===== src/rtl/reg_wr_arb_pkg.sv =====
// rtl/reg_wr_arb_pkg.sv - shared constants for the register write arbiter
// Purpose: default sizing for reg_wr_arb plus the register data width.
// Ports: none (package).
package reg_wr_arb_pkg;

  localparam int NREQ_DEF = 4;   // write requesters
  localparam int NREG_DEF = 8;   // registers served
  localparam int AW_DEF   = 3;   // register index width, log2(NREG_DEF)
  localparam int DW       = 32;  // register / write data width

endpackage


===== src/rtl/reg_wr_arb_rr_pick.sv =====
// rtl/reg_wr_arb_rr_pick.sv - reusable round-robin picker with rotating pointer
// Purpose: picks the first set request searching upward from ptr (wrapping),
//          then moves ptr to winner+1 whenever a grant is issued.
// Ports:
//   i_clk, i_rst   clock, asynchronous active-high reset (ptr -> 0)
//   i_en           grant enable; no grant and no ptr move when 0
//   i_req  [N]     request vector
//   o_gnt  [N]     one-hot-or-zero grant (combinational)
//   o_id   [PW]    index of the granted request
//   o_any          a grant is issued this cycle
module rr_pick #(
  parameter int N  = 4,
  parameter int PW = $clog2(N)
) (
  input  logic          i_clk,
  input  logic          i_rst,
  input  logic          i_en,
  input  logic [N-1:0]  i_req,
  output logic [N-1:0]  o_gnt,
  output logic [PW-1:0] o_id,
  output logic          o_any
);

  localparam logic [PW:0] L_N = (PW+1)'(N);

  logic [PW-1:0] r_ptr;
  logic [PW:0]   w_s;
  logic [PW-1:0] w_idx;
  logic [PW:0]   w_nx;

  // Walk N positions starting at ptr; the first hit wins and blocks later ones.
  always_comb begin
    o_gnt = '0;
    o_id  = '0;
    o_any = 1'b0;
    w_s   = '0;
    w_idx = '0;
    for (int i = 0; i < N; i++) begin
      w_s = {1'b0, r_ptr} + (PW+1)'(i);
      if (w_s >= L_N) w_s = w_s - L_N;
      w_idx = w_s[PW-1:0];
      if (i_en && !o_any && i_req[w_idx]) begin
        o_gnt[w_idx] = 1'b1;
        o_id         = w_idx;
        o_any        = 1'b1;
      end
    end
  end

  // Next pointer is winner+1, wrapping at N (N need not be a power of 2).
  always_comb begin
    w_nx = {1'b0, o_id} + (PW+1)'(1);
    if (w_nx >= L_N) w_nx = '0;
  end

  always_ff @(posedge i_clk or posedge i_rst) begin
    if (i_rst) begin
      r_ptr <= '0;
    end else if (o_any) begin
      r_ptr <= w_nx[PW-1:0];
    end
  end

endmodule


===== src/rtl/reg_wr_arb.sv =====
// rtl/reg_wr_arb.sv - round-robin arbiter funnelling N write requesters onto a register file
// Purpose: grants one requester per cycle, registers the winner's write as a
//          one-hot register enable plus shared write data.
// Config macro: REG_WR_ARB_PRIO0_EN - requester 0 always wins when valid and
//          not on hold; round-robin then covers requesters 1..NREQ-1 only.
// Ports:
//   clk, rst    clock, asynchronous active-high reset
//   hold        suppress new grants
//   req_valid   per-requester write request            [NREQ]
//   req_addr    per-requester register index           [NREQ*AW]
//   req_data    per-requester write data               [NREQ*DW]
//   req_ready   one-hot-or-zero grant (combinational)  [NREQ]
//   rf_we       registered one-hot register enable     [NREG]
//   rf_wdata    registered write data                  [DW]
//   gnt_id      registered index of the writing requester
//   busy        registered, high while rf_we is nonzero
module reg_wr_arb
  import reg_wr_arb_pkg::*;
#(
  parameter int NREQ = NREQ_DEF,
  parameter int NREG = NREG_DEF,
  parameter int AW   = AW_DEF,
  localparam int GW  = $clog2(NREQ)
) (
  input  logic               clk,
  input  logic               rst,
  input  logic               hold,
  input  logic [NREQ-1:0]    req_valid,
  input  logic [NREQ*AW-1:0] req_addr,
  input  logic [NREQ*DW-1:0] req_data,
  output logic [NREQ-1:0]    req_ready,
  output logic [NREG-1:0]    rf_we,
  output logic [DW-1:0]      rf_wdata,
  output logic [GW-1:0]      gnt_id,
  output logic               busy
);

  logic            w_en;
  logic            w_rr_en;
  logic [NREQ-1:0] w_rr_req;
  logic [NREQ-1:0] w_rr_gnt;
  logic [GW-1:0]   w_rr_id;
  logic            w_rr_any;
  logic [GW-1:0]   w_id;
  logic            w_any;
  logic [AW-1:0]   w_addr;
  logic [DW-1:0]   w_data;

  // Reset also blocks grants so nothing handshakes while rst is high.
  assign w_en = !hold && !rst;

`ifdef REG_WR_ARB_PRIO0_EN
  logic w_p0;
  assign w_p0      = w_en && req_valid[0];
  assign w_rr_req  = req_valid & ~NREQ'(1);
  assign w_rr_en   = w_en && !w_p0;
  assign req_ready = w_p0 ? NREQ'(1) : w_rr_gnt;
  assign w_id      = w_p0 ? '0 : w_rr_id;
  assign w_any     = w_p0 || w_rr_any;
`else
  assign w_rr_req  = req_valid;
  assign w_rr_en   = w_en;
  assign req_ready = w_rr_gnt;
  assign w_id      = w_rr_id;
  assign w_any     = w_rr_any;
`endif

  rr_pick #(
    .N  (NREQ),
    .PW (GW)
  ) u_rr_pick (
    .i_clk (clk),
    .i_rst (rst),
    .i_en  (w_rr_en),
    .i_req (w_rr_req),
    .o_gnt (w_rr_gnt),
    .o_id  (w_rr_id),
    .o_any (w_rr_any)
  );

  // AND-OR select of the granted requester's address and data.
  always_comb begin
    w_addr = '0;
    w_data = '0;
    for (int k = 0; k < NREQ; k++) begin
      if (req_ready[k]) begin
        w_addr = req_addr[k*AW +: AW];
        w_data = req_data[k*DW +: DW];
      end
    end
  end

  // rf_we is a one-cycle pulse; wdata/gnt_id keep the last write's values.
  always_ff @(posedge clk or posedge rst) begin
    if (rst) begin
      rf_we    <= '0;
      rf_wdata <= '0;
      gnt_id   <= '0;
      busy     <= 1'b0;
    end else if (w_any) begin
      rf_we    <= {{(NREG-1){1'b0}}, 1'b1} << w_addr;
      rf_wdata <= w_data;
      gnt_id   <= w_id;
      busy     <= 1'b1;
    end else begin
      rf_we    <= '0;
      busy     <= 1'b0;
    end
  end

endmodule


===== config.mk =====
export PLATFORM = sky130hd
export DESIGN_NAME = reg_wr_arb
export DESIGN_NICKNAME = d
export VERILOG_FILES = /design/src/rtl/reg_wr_arb_pkg.sv /design/src/rtl/reg_wr_arb_rr_pick.sv /design/src/rtl/reg_wr_arb.sv
export SDC_FILE = /design/constraint.sdc
export NUM_CORES = 1
export LEC_CHECK = 0
export CELL_PAD_IN_SITES_DETAIL_PLACEMENT = 0
export CELL_PAD_IN_SITES_GLOBAL_PLACEMENT = 2
export CORE_MARGIN = 5
export CORE_UTILIZATION = 21
export DETAILED_ROUTE_END_ITERATION = 6
export PLACE_DENSITY_LB_ADDON = 0.1
export SLEW_MARGIN = 20
export SYNTH_ARGS = -nofsm -noshare
export SYNTH_HDL_FRONTEND = slang
export SYNTH_SLANG_ARGS = --single-unit

===== constraint.sdc =====
create_clock -name clk -period 6.25 [get_ports clk]
set_input_delay 1.25 -clock clk [delete_from_list [all_inputs] [get_ports clk]]
set_output_delay 1.25 -clock clk [all_outputs]
set_load 0.01 [all_outputs]

# Yosys cells after proc, flatten, opt, wreduce, memory -nomap -nowiden

Cells that the tools add are included.

Bits in registers: 45
Input port bits: 147
Output and inout bits: 47

Add/sub/neg operators: 8
Order comparisons: 13
Shift-type cells: 1
Multiplexer cells: 43
Bitwise operators: 3
Reduce and logical (&&, ||, !) cells: 17

Operator list:

| cell                | number |
|---|---|
| $mux 32             | 4 |
| $mux 2              | 9 |
| $mux 4              | 4 |
| $mux 1              | 13 |
| $ge 3x3->1 const B  | 4 |
| $logic_and 1x1->1   | 12 |
| $lt 2x3->1 const B  | 4 |
| $mux 3              | 4 |
| $or 4x4->4          | 3 |
| $bmux 1 s2          | 4 |
| $demux 1 s2         | 4 |
| $ge 2x1->1 const B  | 4 |
| $mux 8              | 1 |
| $shl 1x3->8 const A | 1 |
| $sub 2x1->2 const B | 4 |
| $add 2x1->3 const B | 2 |
| $add 2x2->3 const B | 2 |
| $logic_not 1->1     | 5 |
| $ge 2x3->1 const B  | 1 |

# Depth between registers and ports, before layout

Depth in word-level cells: 24
Gate-level depth with buffers: 14
Depth with buffers taken out: 10

# Modules after synthesis

A second synthesis with hierarchy kept.

Cells, all modules: 413
Area total of the unflattened synthesis: 3485.8 um^2

Modules (own cells, without submodules):

| module     | times used | cells each | area an instance (um^2) |
|---|---|---|---|
| reg_wr_arb | 1          | 332        | 2778.9 |
| rr_pick    | 1          | 81         | 706.9 |

# Least setup slack after synthesis

No wires, ideal clock.

Path type: input to output
From: input port req_valid[3]
To: output port req_ready[3]
Arrival time: 3045 ps
Required time: 5000 ps
Path slack: 1955 ps
Stages on the path: 7
Buffers on the path: 2
Cell sequence: mux4_2 -> nor4b_4 -> and3_1 -> a221oi_2 -> inv_2 -> buf_2 -> buf_1

Word-level cells in the longest chain between the ends: 16
Elaborated cells on any way between the ends: 28

Ends and longest elaborated chain:

| item                            | line                     | RTL |
|---|---|---|
| start, declared                 | reg_wr_arb.sv:28         | `input logic [NREQ-1:0] req_valid,` |
| $bmux 1 s2                      | reg_wr_arb_rr_pick.sv:42 | `if (i_en && !o_any && i_req[w_idx]) begin` |
| $mux 1 (not written as such)    | reg_wr_arb_rr_pick.sv:42 |  |
| $logic_and 1x1->1               | reg_wr_arb_rr_pick.sv:42 |  |
| $mux 1                          | reg_wr_arb_rr_pick.sv:42 |  |
| $logic_not 1->1                 | reg_wr_arb_rr_pick.sv:42 |  |
| $logic_and 1x1->1 (2 in series) | reg_wr_arb_rr_pick.sv:42 |  |
| $mux 1                          | reg_wr_arb_rr_pick.sv:42 |  |
| $logic_not 1->1                 | reg_wr_arb_rr_pick.sv:42 |  |
| $logic_and 1x1->1 (2 in series) | reg_wr_arb_rr_pick.sv:42 |  |
| $mux 1                          | reg_wr_arb_rr_pick.sv:42 |  |
| $logic_not 1->1                 | reg_wr_arb_rr_pick.sv:42 |  |
| $logic_and 1x1->1 (2 in series) | reg_wr_arb_rr_pick.sv:42 |  |
| $mux 4 *                        | reg_wr_arb_rr_pick.sv:42 |  |
| end, declared                   | reg_wr_arb.sv:31         | `output logic [NREQ-1:0] req_ready,` |

Every way passes the cells marked *; elsewhere a longest branch is shown, timed or not. The select of a mux whose other input is x is not followed.

# Final worst setup path

From: input port req_valid[2]
To: output port req_ready[1]

The elaborated chain is that of the path after synthesis.

==> results.cfg <==
[outcome]
status = completed

[timing]
hold_viol_final = 0
setup_viol = 0
fin_tns_setup_ns = 0
timing.fmax_ghz = 0.189
worst_slack_ns = 0.958
whs_ns = 0.480
finalClockSkew_ns = 0.00276
min_period_over_period_pct = 84.7
drv_slew = 0
layout_min_cycle_time_ns = 5.29
timing.slew.headroom_pct = 43.1
rsz0062_at_grt = false
worst_pin_slew_ns = 0.852

[routing]
drtIter0Drc = 192
drc_errors = 0
wirelength_um = 12600
vias = 3315
ant_nets = 0
drt_first_pass_iters = 5
via_per_inst = 4.88
drt-wirelength-per-cell_um = 18.6

[place]
post-dp-hpwl_um = 9110
place_ws_ns = 0.992
port_buffers = 193
dpl_cell_area_um2 = 5060
dpl.cell_count = 671
gp_congestion = 0.836

[worst_hold_path]
holdCritPathClass = register to register

[clock_tree]
clkLatencyLatePin_ns = 0.29
cts.clk_slew.worst_paths_ns = 0.06
numCtsBuffers = 5
postCtsSetupBuffers = 0
cts_tree = yes
clockRootBuffer = clkbuf_16
htree_levels = 2
cts_hold_buffers = 0
cts_sinks = 45
cts_resized = 0
cts_buffer_depth = 2

[final_layout]
layout.nets = 651
utilization_pct = 37.2
fin_cells = 680
drive_gt1_share_pct = 6.41
syn2layout_area_growth_pct = 72.7
fin_area_um2 = 5210

[floorplan]
start_util_pct = 21.5
die_h_um = 130
die_area_um2 = 16800
die_w_um = 130
core_area_um2 = 14000
io_pins = 194
std_cell_rows = 43

[yosys]
synth_edf_count = 0
syn_avg_cell_area_um2 = 9.30
ys_ff_latch = 45
ys_types = 46
synthFlopType = dfrtp_1
netlist.area_leader.share_pct = 37.4
synthArstFlopShare_pct = 100
ys_seq_area_share_pct = 37.4
synth_area_um2 = 3010
synth_top_area_cell = dfrtp_1
synth.area.top_cells = dfrtp_1, a221o_1, a311oi_1
yosys_warnings = 0
synth_nets = 477
syn_inst = 324

[setup_path]
crit_path_start_kind = primary input
required_ns = 5.00
critPathKind = primary input to primary output
end_kind = primary output
path_max_fanout = 36
crit_arrival_ns = 4.04

[global_route]
antenna_found_initial = 1
grt_pass1_vias = 3540
globalRoute.busiestLayer = met2
use_met3_pct = 7.49
use_met1_pct = 18.8
gr-total-overflow = 0
gr-usage-met2_pct = 22.6
grt_pass1_wl_um = 19400
grt_usage_pct = 14.8
grt_max_degree = 68

[run]
drv_cap = 0

[pwr]
ir_drop_mv = 0.114
leakage_nw = 1.99
finalPower_mw = 1.78
p_per_area_nw_per_um2 = 343
## cells in the mapped netlist, types with 2 or more instances
library cell / count
o21ai_0: 3
a21oi_1: 2
buf_4: 3
nand2_1: 43
a221o_1: 32
nand3_1: 35
a222oi_1: 2
nor4b_1: 2
dfrtp_1: 45
buf_2: 11
ha_1: 6
clkbuf_1: 14
a21o_1: 2
inv_1: 7
and4_1: 2
a311oi_1: 32
o31ai_1: 3
nor2_1: 35
mux2i_1: 5
nor3b_1: 2
nor3_1: 5
buf_6: 3
nor2b_1: 3
mux4_2: 4
and3_1: 2
## flip-flops by register name, summed over array words and instances (netlist names)
signal and count:
gnt_id 2, rf_we 8, rf_wdata 32, busy 1
u_rr_pick.r_ptr 2
## final cells by class
type,instances,area (µm²)
well taps,180,225
flip-flops and latches,45,1130
multi-input cells,238,1690
fillers,1485,8780
clock buffers,6,129
clock inverters,2,10.0
inverters,9,47.5
diodes,1,2.50
repair buffers,199,1980
## report_power, final
group	switching [mW]	total (mW)	leakage, nW	internal [mW]
sequential	0.0812	0.495	0.568	0.414
combinational	0.462	1.02	1.35	0.558
clock	0.121	0.268	0.0706	0.147
total	0.664	1.78	1.99	1.12
## cell families after synthesis
family,share of synthesized area [%]
DFF,37.4
AOI/OAI and AO/OA,26.7
adders and majority gates,2.49
muxes,5.02
buffers and inverters,7.10
and+or+nand+nor,21.3
## layer usage
| layer | share of wire [%] | wire (µm) |
|---|---|---|
| met1 | 41 | 5230 |
| met2 | 45 | 5730 |
| met3 | 12 | 1570 |
| met4 | 0.78 | 99 |
| met5 | 0.10 | 13 |
## worst max-delay path, cell delays in order
cell             delay [ns]
clkdlybuf4s50_1        0.51
mux4_2                 0.61
nor4b_2                0.61
nand2_1                0.12
o21a_2                 0.18
clkinv_8               0.17
clkdlybuf4s50_1        0.57
## final timing paths
kind,start,slack (ns),cells after the start,end
setup / recovery,req_valid[2],0.96,7,req_ready[1]
max in group asynchronous,rst,4.27,2,rf_wdata[22]$_DFFE_PP0P_
hold reg to reg,gnt_id[1]$_DFFE_PP0P_,0.48,1,gnt_id[1]$_DFFE_PP0P_
hold / removal,gnt_id[1]$_DFFE_PP0P_,0.48,1,gnt_id[1]$_DFFE_PP0P_
min in group asynchronous,rst,1.47,2,busy$_DFF_PP0_
setup reg to reg,u_rr_pick.r_ptr[0]$_DFFE_PP0P_,1.92,10,rf_we[3]$_DFF_PP0_
## cells in the final DEF, fill, tap and decap left out, types with 4 or more instances in the layout
master | Yosys | layout
dfrtp_1 | 45 | 45
clkbuf_16 | 0 | 5
ha_1 | 6 | 6
mux4_2 | 4 | 4
mux2i_1 | 5 | 5
nor3_1 | 5 | 5
nand3_1 | 35 | 35
a311oi_1 | 32 | 32
inv_1 | 7 | 6
nor2_1 | 35 | 35
buf_4 | 3 | 6
clkdlybuf4s50_1 | 0 | 193
nand2_1 | 43 | 43
a221o_1 | 32 | 32
Note: power is estimated with default switching activity, not from simulation.
